### src/rtl/gt_cmp_sched_if.sv
// Bundle of signals between the requesters, the shared comparator and the
// scheduler. The master side is the environment: it holds the client request
// ports and the externally instantiated gt_4bit. The slave side is the scheduler.
interface gt_cmp_sched_if #(
    parameter int N_REQ = 4,
    parameter int W     = 4,
    parameter int IDW   = 2
);
    logic [N_REQ-1:0]   req;
    logic [N_REQ*W-1:0] a_in;
    logic [N_REQ*W-1:0] b_in;
    logic [W-1:0]       cmp_a;
    logic [W-1:0]       cmp_b;
    logic               cmp_agtb;
    logic [N_REQ-1:0]   ack;
    logic               agtb_out;
    logic [IDW-1:0]     gnt_id;
    logic               busy;

    modport master (
        output req, a_in, b_in, cmp_agtb,
        input  cmp_a, cmp_b, ack, agtb_out, gnt_id, busy
    );

    modport slave (
        input  req, a_in, b_in, cmp_agtb,
        output cmp_a, cmp_b, ack, agtb_out, gnt_id, busy
    );
endinterface

### src/rtl/gt_cmp_sched.sv
// Round-robin scheduler that time-shares one external combinational
// greater-than comparator among N_REQ requesters. Each transaction takes
// IDLE -> LOAD -> DONE: operands are registered onto the comparator in LOAD,
// the result is captured at the end of LOAD and acknowledged during DONE.
module gt_cmp_sched #(
    parameter int N_REQ = 4,
    parameter int W     = 4,
    parameter int IDW   = 2
) (
    input  logic              clk,
    input  logic              rst,
    gt_cmp_sched_if.slave     bus
);

    typedef enum logic [1:0] {
        IDLE = 2'd0,
        LOAD = 2'd1,
        DONE = 2'd2
    } state_t;

    state_t             state_q, state_d;
    logic [IDW-1:0]     ptr_q, ptr_d;
    logic [IDW-1:0]     gnt_q, gnt_d;
    logic [W-1:0]       a_q, a_d;
    logic [W-1:0]       b_q, b_d;
    logic               agtb_q, agtb_d;
    logic [N_REQ-1:0]   ack_q, ack_d;

    logic               found;
    logic [IDW-1:0]     sel;
    logic [IDW-1:0]     sel_inc;

    // Round-robin search: first set request starting at ptr, wrapping at N_REQ.
    always_comb begin
        int idx;
        found = 1'b0;
        sel   = '0;
        idx   = 0;
        for (int k = 0; k < N_REQ; k++) begin
            idx = int'(ptr_q) + k;
            if (idx >= N_REQ) begin
                idx = idx - N_REQ;
            end
            if (!found && bus.req[IDW'(idx)]) begin
                found = 1'b1;
                sel   = IDW'(idx);
            end
        end
        // Explicit wrap so a non-power-of-two N_REQ never yields the value N_REQ.
        if (int'(sel) == N_REQ - 1) begin
            sel_inc = '0;
        end else begin
            sel_inc = sel + IDW'(1);
        end
    end

    // Next-state and datapath-register update decisions for the FSM.
    always_comb begin
        state_d = state_q;
        ptr_d   = ptr_q;
        gnt_d   = gnt_q;
        a_d     = a_q;
        b_d     = b_q;
        agtb_d  = agtb_q;
        ack_d   = '0;
        case (state_q)
            IDLE: begin
                if (found) begin
                    a_d     = bus.a_in[int'(sel)*W +: W];
                    b_d     = bus.b_in[int'(sel)*W +: W];
                    gnt_d   = sel;
                    ptr_d   = sel_inc;
                    state_d = LOAD;
                end
            end
            LOAD: begin
                agtb_d       = bus.cmp_agtb;
                ack_d[gnt_q] = 1'b1;
                state_d      = DONE;
            end
            DONE: begin
                state_d = IDLE;
            end
            default: begin
                state_d = IDLE;
            end
        endcase
    end

    // State and output registers; reset aborts any transaction in flight.
    always_ff @(posedge clk) begin
        if (rst) begin
            state_q <= IDLE;
            ptr_q   <= '0;
            gnt_q   <= '0;
            a_q     <= '0;
            b_q     <= '0;
            agtb_q  <= 1'b0;
            ack_q   <= '0;
        end else begin
            state_q <= state_d;
            ptr_q   <= ptr_d;
            gnt_q   <= gnt_d;
            a_q     <= a_d;
            b_q     <= b_d;
            agtb_q  <= agtb_d;
            ack_q   <= ack_d;
        end
    end

    assign bus.cmp_a    = a_q;
    assign bus.cmp_b    = b_q;
    assign bus.gnt_id   = gnt_q;
    assign bus.agtb_out = agtb_q;
    assign bus.ack      = ack_q;
    assign bus.busy     = (state_q != IDLE);

endmodule
### src/flat_wrapper.sv
// flat-port wrapper written by rule: the top's interface ports become plain ports
module gt_cmp_sched_flat 
#(
    parameter int N_REQ = 4,
    parameter int W     = 4,
    parameter int IDW   = 2
)
  (clk, rst, bus_req, bus_a_in, bus_b_in, bus_cmp_agtb, bus_cmp_a, bus_cmp_b, bus_ack, bus_agtb_out, bus_gnt_id, bus_busy);
  gt_cmp_sched_if #(.N_REQ(N_REQ), .W(W), .IDW(IDW)) bus_i ();
  input  logic clk;
  input  logic rst;
  input wire logic [$bits(bus_i.req)-1:0] bus_req;
  input wire logic [$bits(bus_i.a_in)-1:0] bus_a_in;
  input wire logic [$bits(bus_i.b_in)-1:0] bus_b_in;
  input wire logic [$bits(bus_i.cmp_agtb)-1:0] bus_cmp_agtb;
  output wire logic [$bits(bus_i.cmp_a)-1:0] bus_cmp_a;
  output wire logic [$bits(bus_i.cmp_b)-1:0] bus_cmp_b;
  output wire logic [$bits(bus_i.ack)-1:0] bus_ack;
  output wire logic [$bits(bus_i.agtb_out)-1:0] bus_agtb_out;
  output wire logic [$bits(bus_i.gnt_id)-1:0] bus_gnt_id;
  output wire logic [$bits(bus_i.busy)-1:0] bus_busy;
  assign bus_i.req = bus_req;
  assign bus_i.a_in = bus_a_in;
  assign bus_i.b_in = bus_b_in;
  assign bus_i.cmp_agtb = bus_cmp_agtb;
  assign bus_cmp_a = bus_i.cmp_a;
  assign bus_cmp_b = bus_i.cmp_b;
  assign bus_ack = bus_i.ack;
  assign bus_agtb_out = bus_i.agtb_out;
  assign bus_gnt_id = bus_i.gnt_id;
  assign bus_busy = bus_i.busy;
  gt_cmp_sched #(.N_REQ(N_REQ), .W(W), .IDW(IDW)) u_core (.clk(clk), .rst(rst), .bus(bus_i));
endmodule
### config.mk
export PLATFORM = sky130hd
export DESIGN_NAME = gt_cmp_sched_flat
export DESIGN_NICKNAME = d
export VERILOG_FILES = /design/src/rtl/gt_cmp_sched_if.sv /design/src/rtl/gt_cmp_sched.sv /design/src/flat_wrapper.sv
export SDC_FILE = /design/constraint.sdc
export NUM_CORES = 1
export LEC_CHECK = 0
export CAP_MARGIN = 20
export CORE_MARGIN = 2
export CORE_UTILIZATION = 43
export DETAILED_ROUTE_END_ITERATION = 16
export HOLD_SLACK_MARGIN = 0.12
export PLACE_DENSITY = 0.95
export SLEW_MARGIN = 40
export SYNTH_ARGS = -nofsm -noshare
export SYNTH_HDL_FRONTEND = slang
export SYNTH_SLANG_ARGS = --single-unit
### constraint.sdc
create_clock -name clk -period 2.2 [get_ports clk]
set_input_delay 0.33 -clock clk [delete_from_list [all_inputs] [get_ports clk]]
set_output_delay 0.33 -clock clk [all_outputs]
set_load 0.02 [all_outputs]
; Yosys cells after proc, flatten, opt, wreduce, memory -nomap -nowiden
; Cells that the tools add are included.
[totals]
word_cells = 71
out_inout_bits = 16
register_bits = 19
romBits = 0
inputBits = 39
mem_count = 0
latch_bits = 0
mem_bits_rw = 0
[op_classes]
div_mod_pow = 0
reduce_logical = 11
n_shift = 2
muxes = 29
n_eq_ne = 3
n_bitwise = 1
n_addsub = 8
mul = 0
n_lt_le_gt_ge = 10
[ops]
columns = cell, count
row1 = $shiftx 16x5->4, 2
row2 = $mux 2, 10
row3 = $lt 2x4->1 const B, 4
row4 = $mux 1, 13
row5 = $ge 3x3->1 const B, 3
row6 = $bmux 1 s2, 4
row7 = $sub 2x1->2 const B, 4
row8 = $add 2x2->3 const B, 2
row9 = $eq 2x1->1 const B, 2
row10 = $logic_and 1x1->1, 4
row11 = $pmux 2 s2, 1
row12 = $add 2x1->3 const B, 1
row13 = $ge 2x3->1 const B, 1
row14 = $logic_not 1->1, 3
row15 = $lt 2x3->1 const B, 1
row16 = $add 2x1->2 const B, 1
row17 = $demux 1 s2, 1
row18 = $ge 2x1->1 const B, 1
row19 = $logic_not 2->1, 1
row20 = $ne 2x1->1 const B, 1
row21 = $reduce_and 2->1, 1
row22 = $reduce_bool 2->1, 1
row23 = $reduce_or 2->1, 1
row24 = $not 1->1, 1

; Longest topological paths before layout
[logic_depth]
word_depth = 17
mapped_depth = 7
mapped_depth_nobuf = 5

; Worst setup path after synthesis
; No wires, ideal clock.
[synth_timing]
path_type = register -> register
from = register u_core.ptr_q[1]
to = register u_core.a_q[0], in the netlist u_core.bus.cmp_a[0]
slack_ps = 777
t_required_ps = 2071
synth_period_minus_slack_ps = 1423
arrival_ps = 1294
path_stages_with_launch = 8
path_cell_list = dfxtp_1 buf_6 nand2b_2 a21oi_4 nor3_2 buf_6 mux2i_1 o211ai_1
[synth_between]
elab_chain_cells = 16
word_cells_on_any_way = 43
[synth_rtl]
columns = item, line
row1 = "start, declared", gt_cmp_sched.sv:22  ; logic [IDW-1:0] ptr_q, ptr_d;
row2 = "start signal, assigned", gt_cmp_sched.sv:102  ; ptr_q <= ptr_d;
row3 = "parallel branches: the longest is 16 deep, another holds $add 2x1->3", -
row4 = "end signal, assigned", gt_cmp_sched.sv:96  ; a_q <= '0;
row5 = "end signal, assigned", gt_cmp_sched.sv:104  ; a_q <= a_d;
row6 = "end, declared", gt_cmp_sched.sv:24  ; logic [W-1:0] a_q, a_d;
; Parallel ways; which one is timed is not known. The select of a mux whose other input is x is not followed.
; A chain may end at the register's enable or synchronous reset.

; Final worst setup path
[layout_timing]
from = input port bus_req[2]
to = register u_core.b_q[1], in the netlist u_core.bus.cmp_b[1]
[layout_between]
elab_chain_cells = 14
word_cells_on_any_way = 28
[layout_rtl]
columns = item, line
row1 = "start, declared", flat_wrapper.sv:12  ; input wire logic [$bits(bus_i.req)-1:0] bus_req;
row2 = $bmux 1 s2, gt_cmp_sched.sv:44  ; if (!found && bus.req[IDW'(idx)]) begin
row3 = $mux 1 (implied by the code) (2 in series), gt_cmp_sched.sv:44
row4 = $mux 1, gt_cmp_sched.sv:44
row5 = $logic_not 1->1, gt_cmp_sched.sv:44
row6 = $logic_and 1x1->1, gt_cmp_sched.sv:44
row7 = $mux 1, gt_cmp_sched.sv:44
row8 = $logic_not 1->1, gt_cmp_sched.sv:44
row9 = $logic_and 1x1->1, gt_cmp_sched.sv:44
row10 = $mux 1, gt_cmp_sched.sv:44
row11 = $logic_not 1->1, gt_cmp_sched.sv:44
row12 = $logic_and 1x1->1, gt_cmp_sched.sv:44
row13 = $mux 2 or $mux 1 (tied branches), gt_cmp_sched.sv:44
row14 = $shiftx 16x5->4 or $reduce_and 2->1 (tied branches), -
row15 = "end signal, assigned", gt_cmp_sched.sv:97  ; b_q <= '0;
row16 = "end signal, assigned", gt_cmp_sched.sv:105  ; b_q <= b_d;
row17 = "end, declared", gt_cmp_sched.sv:25  ; logic [W-1:0] b_q, b_d;
; Several ways; a longest one is shown, not always the timed one. The select of a mux whose other input is x is not followed.

==> results.md <==
* Outcome: finished, final reports clean
* Post-Syn Instances at approximately 120
* # IOs at 55
* Mapped Nets at 158
* Logic gate share of total power at a little over two fifths
* Largest stage delay on the critical path at 0.55 ns
* Wire per inst at 15.7 um
* Layout Cells excl Fill at 209
* Postcts setup bufs at 0
* Die height at 55.3 um
* GRT Total Usage at 22.4%
* CP Max Fanout at 10
* Final nets at 219
* Number of core rows at 18
* Clock latency on the worst-skew pair at 0.31 ns
* Clock Tree Buf Depth at 2
* Critical path launch point type: input port
* GR Overflow Total at 0
* Leak at 0.650 nW
* CTS clock-pin slew for the worst setup and hold paths at 0.11 ns
* Setup TNS at 0 ns
* Async SR Flop Fraction at 0%
* Number of synthesis warnings at 0
* Switching portion of total power at 33.7%
* Setup ws final at 0.305 ns
* DRC at 0
* Syn Area/Cell at approximately 9.5 sq um
* PwrDens at 586 mW/mm^2
* Most used DFF post-synth: dfxtp_1
* #FFs+latches synth at 19
* Clock root buffer: clkbuf_4
* First-pass GRT wire length at 5490 um
* Worst Max-Slew Pin Slew at roughly 0.63 ns
* Achievable clock frequency at 0.528 GHz
* Crit path kind: input port to flip-flop
* Dpl hpwl at roughly 2700 um
* Total Wirelength at 3290 um
* Number of global-route vias before repair at approximately 1200
* DR vias at 1161
* Crit path time final at 1.90 ns
* Worst slew margin at 57.8%
* Kind of end point of the critical path: flip-flop
* Post_cts resized at 0
* CP Data Required Time at 2.39 ns
* Placed cells at 205
* CTS tree: done
* Routability cong. at 0.841
* H-tree levels at 1
* IO Port Bufs at 54
* Drt via density at 5.56
* Hold Path Class: flip-flop to flip-flop
* Internal power at 0.682 mW
* Clock power frac at 17.7%
* Setup Skew at approximately 0.0061 ns
* # hold bufs at CTS at 0
* Area delta synth->final at 54.9%
* Fin util at 70.9%
* Worst hold slack at 0.494 ns
* Layout cells sized above 1 at 19.0%
* Switching pwr at 0.347 mW
* Clock Sinks at 19
* Arr. time, crit path at approximately 2.1 ns
* Synth cell types at 36
* Seq pwr share at 40.5%
* Max cap viols at 0
* Final antenna-violating net count at 0
* Largest net degree at the start of global routing at 12
* Seq/Total Area, Yosys at 33.6%
* Final hold vios at 0
* Endpoints failing setup at 0
* Chip width at 55.3 um
* Slowest CP cell: nor3_4
* Core Area at 0.00248 sq mm
* Die area at about 0.0031 sq mm
* Pre-CTS setup slack at -0.0313 ns
* Worst IR Drop VDD at 0.370 mV
* ANT cells at 0
* Num CTS Buffers at 3
* RSZ-0062 raised after global routing: false
* Pins Over Slew Limit at 0
* Drt first pass iters at 2
* Critical-path cell list: clkdlybuf4s50_1 -> nand2_1 -> a21oi_4 -> nor3_4 -> mux2i_1 -> o211ai_1
* Initial antenna violation count at 0
* EDFF count, synth at 0
* Tcrit/Tclk final at 86.2%
* Starting Density at between 40% and 50%
* Starting DRT DRC Count at 21
* Post-Syn Area at approximately 0.0011 sq mm
==> power by group through the flow <==
stage | Clock (mW) | Sequential (mW) | Combinational, mW
after floorplan | 0 | 0.455 | 0.208
after global placement | 0 | 0.421 | 0.409
after detailed placement | 0 | 0.424 | 0.429
after CTS | 0.182 | 0.416 | 0.431
after global routing | 0.192 | 0.423 | 0.461
final | 0.182 | 0.417 | 0.430
==> sequential cells by signal, indices dropped and copies added, names as in the netlist <==
register	cells
u_core.bus.ack	4
u_core.bus.cmp_a	4
u_core.bus.cmp_b	4
u_core.bus.gnt_id	2
u_core.ptr_q	2
u_core.state_q	2
u_core.bus.agtb_out	1
==> Yosys cell counts, types with 2 or more instances <==
cell type	instances	area share, %
nor3_2	2	1.8
mux2i_1	11	9.7
o21ai_0	3	1.3
o31a_2	8	7.1
a21oi_1	3	1.3
o21ai_1	7	3.1
dfxtp_1	19	34
a21oi_4	2	2.9
a21o_1	2	1.3
and4_1	8	6.2
nor2_2	3	1.7
nor2_1	6	2.0
buf_6	3	3.0
nand2_1	12	4.0
o211ai_1	8	5.3
nand2b_1	2	1.1
==> path summary, 6_finish.rpt <==
kind	cells past startpoint	endpoint	start	slack [ns]
hold reg to reg	2	u_core.bus.cmp_a[2]$_SDFFE_PP0P_	u_core.bus.cmp_a[2]$_SDFFE_PP0P_	0.49
hold / removal	2	u_core.bus.cmp_a[2]$_SDFFE_PP0P_	u_core.bus.cmp_a[2]$_SDFFE_PP0P_	0.49
setup reg to reg	5	u_core.bus.cmp_b[1]$_SDFFE_PP0P_	u_core.ptr_q[1]$_SDFFE_PP0P_	0.33
setup / recovery	6	u_core.bus.cmp_b[1]$_SDFFE_PP0P_	bus_req[2]	0.30
==> area by class of cell <==
type	instances	area [sq um]
Fill cell	197	722
Sequential cell	19	380
Tap cell	30	37.5
Timing Repair Buffer	61	593
Inverter	1	3.75
Clock buffer	3	22.5
Clock inverter	1	5.00
Multi-Input combinational cell	94	713
==> metrics by stage <==
| step | cell area [sq um] | power, mW |
|---|---|---|
| final | 1760 | 1.03 |
| after global routing | 1760 | 1.08 |
| after CTS | 1760 | 1.03 |
| after detailed placement | 1730 | 0.853 |
| after global placement | 1720 | 0.830 |
| after floorplan | 1130 | 0.663 |
==> logic make-up after synthesis <==
group / share of synthesized area [%]
compound gates: 26.4
simple gates: 25.3
buf+inv: 4.08
mux: 10.7
flops: 33.6
==> per-layer routing <==
metal | vias to the layer above | global-route usage, % | part of all wire, %
met3 | 9 | 2.34 | 2.9
met1 | 549 | 25.8 | 41
met5 | - | 0 | 0
met4 | 0 | 10.1 | 2.4
li1 | 572 | - | -
met2 | 31 | 41.2 | 53
==> worst max-delay path: cells and delay by family <==
family | cells | cell delay [ns]
simple gates | 2 | 0.76
compound gates | 2 | 0.17
buf+inv | 1 | 0.53
mux | 1 | 0.29
==> layout by cell type (no fill, tap or decap), types with 2 or more instances in the layout <==
cell type	instances
nor2_1	6
nor2_2	3
dfxtp_1	19
nand2b_1	2
o211ai_1	8
mux2i_1	11
clkdlybuf4s50_1	54
a21o_1	2
nand2_1	12
o31a_2	8
buf_4	7
clkbuf_4	3
o21ai_1	7
a21oi_1	3
a21oi_4	2
and4_1	8
o21ai_0	3
Note: power is estimated with default switching activity, not from simulation.
